<file path="src/rtl/fu_cdb_writer.sv">
// Integer functional unit: single-cycle ALU results queue on the posedge of issue, MUL completes 3 posedges later.
// Results wait in a 2-entry in-order FIFO for CDB_Grant; FU_Is_Free drops when a new result could not be queued.
module fu_cdb_writer (
    input  logic        clk,
    input  logic        rst,
    input  logic [4:0]  RS_FU_RS_ID,
    input  logic [4:0]  RS_FU_ROBEN,
    input  logic [11:0] RS_FU_opcode,
    input  logic [3:0]  RS_FU_ALUOP,
    input  logic [31:0] RS_FU_Val1,
    input  logic [31:0] RS_FU_Val2,
    input  logic [31:0] RS_FU_Immediate,
    input  logic        ROB_FLUSH_Flag,
    input  logic        CDB_Grant,
    output logic        FU_Is_Free,
    output logic [4:0]  CDB_ROBEN,
    output logic [31:0] CDB_VAL
);

    localparam logic [0:0] ST_IDLE     = 1'b0;
    localparam logic [0:0] ST_MUL_BUSY = 1'b1;

    localparam logic [3:0] OP_ADD  = 4'd0;
    localparam logic [3:0] OP_SUB  = 4'd1;
    localparam logic [3:0] OP_AND  = 4'd2;
    localparam logic [3:0] OP_OR   = 4'd3;
    localparam logic [3:0] OP_XOR  = 4'd4;
    localparam logic [3:0] OP_NOR  = 4'd5;
    localparam logic [3:0] OP_SLL  = 4'd6;
    localparam logic [3:0] OP_SRL  = 4'd7;
    localparam logic [3:0] OP_SRA  = 4'd8;
    localparam logic [3:0] OP_SLT  = 4'd9;
    localparam logic [3:0] OP_SLTU = 4'd10;
    localparam logic [3:0] OP_MUL  = 4'd11;

    typedef struct packed {
        logic [4:0]  rob;
        logic [31:0] val;
    } cdb_ent_t;

    logic [0:0]  state_q, state_d;
    logic [1:0]  mul_cnt_q, mul_cnt_d;
    logic [31:0] mul_a_q, mul_a_d;
    logic [31:0] mul_b_q, mul_b_d;
    logic [4:0]  mul_rob_q, mul_rob_d;
    cdb_ent_t    fifo_q [2];
    cdb_ent_t    fifo_d [2];
    logic        wr_ptr_q, wr_ptr_d;
    logic        rd_ptr_q, rd_ptr_d;
    logic [1:0]  count_q, count_d;

    logic [31:0] opnd_a;
    logic [31:0] opnd_b;
    logic [31:0] alu_res;
    logic [31:0] mul_res;
    logic        issue_ok;
    logic        is_mul;
    logic        mul_done;
    logic        push;
    logic        pop;
    cdb_ent_t    push_dat;
    cdb_ent_t    head;
    logic [2:0]  occupancy;
    logic        unused_funct;

    assign unused_funct = ^RS_FU_opcode[5:0];

    assign opnd_a = RS_FU_Val1;
    assign opnd_b = (RS_FU_opcode[11:6] != 6'd0) ? RS_FU_Immediate : RS_FU_Val2;

    always_comb begin
        alu_res = 32'd0;
        case (RS_FU_ALUOP)
            OP_ADD:  alu_res = opnd_a + opnd_b;
            OP_SUB:  alu_res = opnd_a - opnd_b;
            OP_AND:  alu_res = opnd_a & opnd_b;
            OP_OR:   alu_res = opnd_a | opnd_b;
            OP_XOR:  alu_res = opnd_a ^ opnd_b;
            OP_NOR:  alu_res = ~(opnd_a | opnd_b);
            OP_SLL:  alu_res = opnd_a << opnd_b[4:0];
            OP_SRL:  alu_res = opnd_a >> opnd_b[4:0];
            OP_SRA:  alu_res = $signed(opnd_a) >>> opnd_b[4:0];
            OP_SLT:  alu_res = {31'd0, $signed(opnd_a) < $signed(opnd_b)};
            OP_SLTU: alu_res = {31'd0, opnd_a < opnd_b};
            default: alu_res = 32'd0;
        endcase
    end

    assign mul_res = mul_a_q * mul_b_q;

    // Free only if a result produced now could be queued without overwriting.
    assign occupancy  = {1'b0, count_q} + {2'b00, mul_done};
    assign FU_Is_Free = (state_q == ST_IDLE) && (occupancy < 3'd2);

    assign is_mul   = (RS_FU_ALUOP == OP_MUL);
    assign issue_ok = (RS_FU_RS_ID != 5'd0) && FU_Is_Free && !ROB_FLUSH_Flag;
    assign mul_done = (state_q == ST_MUL_BUSY) && (mul_cnt_q == 2'd1);

    // Single-cycle issue needs IDLE and MUL completion needs MUL_BUSY, so at most one push source.
    always_comb begin
        push     = 1'b0;
        push_dat = '0;
        if (issue_ok && !is_mul) begin
            push     = 1'b1;
            push_dat = '{rob: RS_FU_ROBEN, val: alu_res};
        end else if (mul_done && !ROB_FLUSH_Flag) begin
            push     = 1'b1;
            push_dat = '{rob: mul_rob_q, val: mul_res};
        end
    end

    assign pop = CDB_Grant && (count_q != 2'd0) && !ROB_FLUSH_Flag;

    always_comb begin
        state_d   = state_q;
        mul_cnt_d = mul_cnt_q;
        mul_a_d   = mul_a_q;
        mul_b_d   = mul_b_q;
        mul_rob_d = mul_rob_q;
        case (state_q)
            ST_IDLE: begin
                if (issue_ok && is_mul) begin
                    state_d   = ST_MUL_BUSY;
                    mul_cnt_d = 2'd3;
                    mul_a_d   = opnd_a;
                    mul_b_d   = opnd_b;
                    mul_rob_d = RS_FU_ROBEN;
                end
            end
            default: begin
                if (mul_cnt_q == 2'd1) begin
                    state_d   = ST_IDLE;
                    mul_cnt_d = 2'd0;
                end else begin
                    mul_cnt_d = mul_cnt_q - 2'd1;
                end
            end
        endcase
        if (ROB_FLUSH_Flag) begin
            state_d   = ST_IDLE;
            mul_cnt_d = 2'd0;
        end
    end

    always_comb begin
        fifo_d   = fifo_q;
        wr_ptr_d = wr_ptr_q;
        rd_ptr_d = rd_ptr_q;
        count_d  = count_q;
        if (ROB_FLUSH_Flag) begin
            wr_ptr_d = 1'b0;
            rd_ptr_d = 1'b0;
            count_d  = 2'd0;
        end else begin
            if (push) begin
                fifo_d[wr_ptr_q] = push_dat;
                wr_ptr_d         = ~wr_ptr_q;
            end
            if (pop) begin
                rd_ptr_d = ~rd_ptr_q;
            end
            count_d = count_q + {1'b0, push} - {1'b0, pop};
        end
    end

    always_ff @(posedge clk or posedge rst) begin
        if (rst) begin
            state_q   <= ST_IDLE;
            mul_cnt_q <= 2'd0;
            mul_a_q   <= 32'd0;
            mul_b_q   <= 32'd0;
            mul_rob_q <= 5'd0;
            fifo_q[0] <= '0;
            fifo_q[1] <= '0;
            wr_ptr_q  <= 1'b0;
            rd_ptr_q  <= 1'b0;
            count_q   <= 2'd0;
        end else begin
            state_q   <= state_d;
            mul_cnt_q <= mul_cnt_d;
            mul_a_q   <= mul_a_d;
            mul_b_q   <= mul_b_d;
            mul_rob_q <= mul_rob_d;
            fifo_q[0] <= fifo_d[0];
            fifo_q[1] <= fifo_d[1];
            wr_ptr_q  <= wr_ptr_d;
            rd_ptr_q  <= rd_ptr_d;
            count_q   <= count_d;
        end
    end

    assign head      = fifo_q[rd_ptr_q];
    assign CDB_ROBEN = (count_q != 2'd0) ? head.rob : 5'd0;
    assign CDB_VAL   = (count_q != 2'd0) ? head.val : 32'd0;

    a_no_overwrite : assert property (@(posedge clk) disable iff (rst)
        !(push && (count_q == 2'd2) && !pop));

endmodule

</file>
<file path="config.mk">
export PLATFORM = sky130hd
export DESIGN_NAME = fu_cdb_writer
export DESIGN_NICKNAME = d
export VERILOG_FILES = /design/src/rtl/fu_cdb_writer.sv
export SDC_FILE = /design/constraint.sdc
export NUM_CORES = 2
export LEC_CHECK = 0
export ABC_AREA = 1
export CORE_MARGIN = 4
export CORE_UTILIZATION = 35
export CTS_CLUSTER_DIAMETER = 120
export DETAILED_ROUTE_END_ITERATION = 7
export HOLD_SLACK_MARGIN = 0.03
export PLACE_DENSITY = 0.55
export SLEW_MARGIN = 20
export SYNTH_ARGS = -nofsm -noshare
export SYNTH_HDL_FRONTEND = slang
export SYNTH_SLANG_ARGS = --single-unit
</file>
<file path="constraint.sdc">
create_clock -name clk -period 14.6 [get_ports clk]
set_input_delay 2.92 -clock clk [delete_from_list [all_inputs] [get_ports clk]]
set_output_delay 2.92 -clock clk [all_outputs]
set_load 0.05 [all_outputs]
</file>
==> flow_metrics.py <==
metrics = {
    "outcome": {
        "outcome": "completed",
    },
    "clock_tree": {
        "clockBufferDepth": 2,
        "holdBufCountCts": 0,
        "insertion_delay_ps": 460,
        "postCtsResizedCells": 0,
        "post-cts-setup-buffers": 0,
        "htreeDepth": 4,
        "cts_sinks": 150,
        "path_clk_slew_ps": 70,
        "cts_buffers": 17,
        "cts-root-buf": "clkbuf_16",
        "tritoncts": "built",
    },
    "sta": {
        "worstMarginPinSlew_ps": 1152,
        "hold_violations": 0,
        "max_slew_margin_pct": 22.70,
        "post-route-period-util_pct": 55.23,
        "timing.setup.tns_ps": 0,
        "drv_slew": 0,
        "min_period_ps": 8064,
        "rsz0062_at_grt": "false",
        "setup_viol": 0,
        "skew_ps": 20.32,
        "max_freq_ghz": 0.1240,
    },
    "drt": {
        "ant_nets": 0,
        "wl_per_cell_um": 20.81,
        "drc_errors": 0,
        "viasPerCell": 5.189,
        "drtIter0Drc": 3096,
        "wirelength_mm": 131.4,
        "num_vias": 32750,
        "firstDrtPassIters": 6,
    },
    "global_routing": {
        "grt_pass1_vias": 32123,
        "antenna_found_initial": 3,
        "overflow": 0,
        "track_usage_pct": 26.38,
        "grt_start_max_net_pins": 98,
        "grt_first_pass_wirelength_mm": 198.7,
    },
    "finish": {
        "area_growth_pct": 9.736,
        "drive_above_1_share_pct": 3.183,
        "final_common_cell": "nand2_1",
        "antennaDiodeCount": 0,
        "nNetsFinal": 5804,
        "layout_common_cells": "nand2_1, inv_1, nand3_1",
    },
    "flow_run": {
        "maxCapViolations": 0,
    },
    "logic_synthesis": {
        "synth-seq-area-share_pct": 11.34,
        "synth_ff_type": "dfrtp_1",
        "synth-edff-count": 0,
        "syn-cell-area_mm2": 0.03309,
        "syn_nets": 5810,
        "yosys.area.top_type": "fa_1",
        "syn_inst": 5051,
        "synth_async_sr_flop_share_pct": 100.0,
        "ys_ff_latch": 150,
        "yosysUniqueCellTypes": 52,
        "syn_avg_cell_area_um2": 6.552,
        "netlist.area_leader.share_pct": 24.80,
        "synth.yosys.warnings": 0,
        "yosys-top-cells-area": "fa_1, nand2_1, inv_1",
    },
    "placement": {
        "hpwl_mm": 105.0,
        "gp_congestion": 1.086,
        "io_buffers": 157,
    },
    "die": {
        "initial_core_util_pct": 35.35,
        "die_y_um": 315.5,
        "dieArea_mm2": 0.09953,
        "core_mm2": 0.09361,
        "ios": 164,
        "rows": 112,
        "die_w_um": 315.5,
    },
    "setup_path": {
        "endpoint_kind": "register",
        "r2r-end": "fifo_q[63]",
        "start_kind": "input pin",
        "endpoint": "fifo_q[17]",
        "crit_type": "in2reg",
        "cp.arrival_ps": 8400,
        "cp_max_fo": 57,
        "crit_start": "RS_FU_opcode[7]",
        "rr_worst_depth": 30,
        "crit_required_ps": 14940,
        "regToRegStartpoint": "mul_b_q[5]",
        "rrSetupSlack_ps": 6840,
    },
    "min_path": {
        "worstHoldPathCells": 2,
        "min_path_type": "reg2reg",
    },
}
[metal layers]
metal	wire (um)	track usage (%)	vias to the layer above
met5	0	0	-
met4	7251	12.52	0
met3	8389	2.792	237
met2	60940	43.69	1192
met1	54790	34.65	15874
li1	-	-	15447
[worst max-delay path, cell delays in order]
cell and delay (ps):
clkdlybuf4s50_1 480, nor2_2 60, nand3_4 200, buf_4 490, nand2_2 120, o21ai_4 80
buf_4 350, clkinv_2 510, ha_1 580, a21oi_1 250, o21ai_0 180, inv_1 110
nand2_1 190, a21oi_1 280, o21ai_0 160, o21ai_0 650, nand2_1 320, nand2_1 150
nand2_1 110, nand2_1 80, nand2_1 50
[flip-flops by register name (all words and copies together), names as in the netlist]
register	cells
fifo_q	74
wr_ptr_q	1
count_q	2
rd_ptr_q	1
mul_rob_q	5
mul_cnt_q	2
state_q	1
mul_b_q	32
mul_a_q	32
[metrics by stage]
stage	area [um^2]	worst slack [ps]	hold slack, ps	utilization, %	cells
finish	36310	6536	480.3	38.79	6312
global route	36310	6240	496.7	38.79	6312
CTS	36310	6610	485.2	38.79	6312
detailed placement	35690	6121	465.1	38.12	6280
global placement	35690	6141	463.7	38.12	6280
floorplan	33090	7644	448.7	-	5051
[synthesized netlist by cell type (all sizes together) (38+ instances only)]
cell type / number
o21ai: 276
clkbuf: 167
nand4: 38
buf: 84
inv: 1017
dfrtp: 150
fa: 410
nor2: 206
nand2: 1606
ha: 223
a21oi: 208
nand3: 455
[kinds of logic (layout without fill, tap and decap cells)]
group,count (synthesis),in the layout,share of synthesized area [%]
flops,150,150,11.34
xor+xnor,26,26,0.6881
simple gates,2364,2364,29.55
fa+ha+maj,633,633,33.24
compound gates,608,608,10.29
buf+inv,1270,1277,14.89
[how the worst min path moves through the flow]
stage,startpoint,to,slack [ps]
finish,fifo_q[1],fifo_q[1],480
global route,fifo_q[52],fifo_q[52],500
global placement,fifo_q[7],fifo_q[7],460
detailed placement,fifo_q[37],fifo_q[37],470
floorplan,fifo_q[30],fifo_q[30],450
CTS,fifo_q[68],fifo_q[68],490
[cell type report]
class                      instances  area (um^2)
sequential                       150         3754
fill                           10362        57300
tap                             1254         1569
multi-input combinational       3631        24440
inverter                        1019         3834
clock buffer                      17        425.4
clock inverter                    15        202.7
timing repair buffer             226         2090
Power is left out: the tool's default activity adds up to more than one toggle a clock period on the data nets, which glitch-free logic cannot reach.
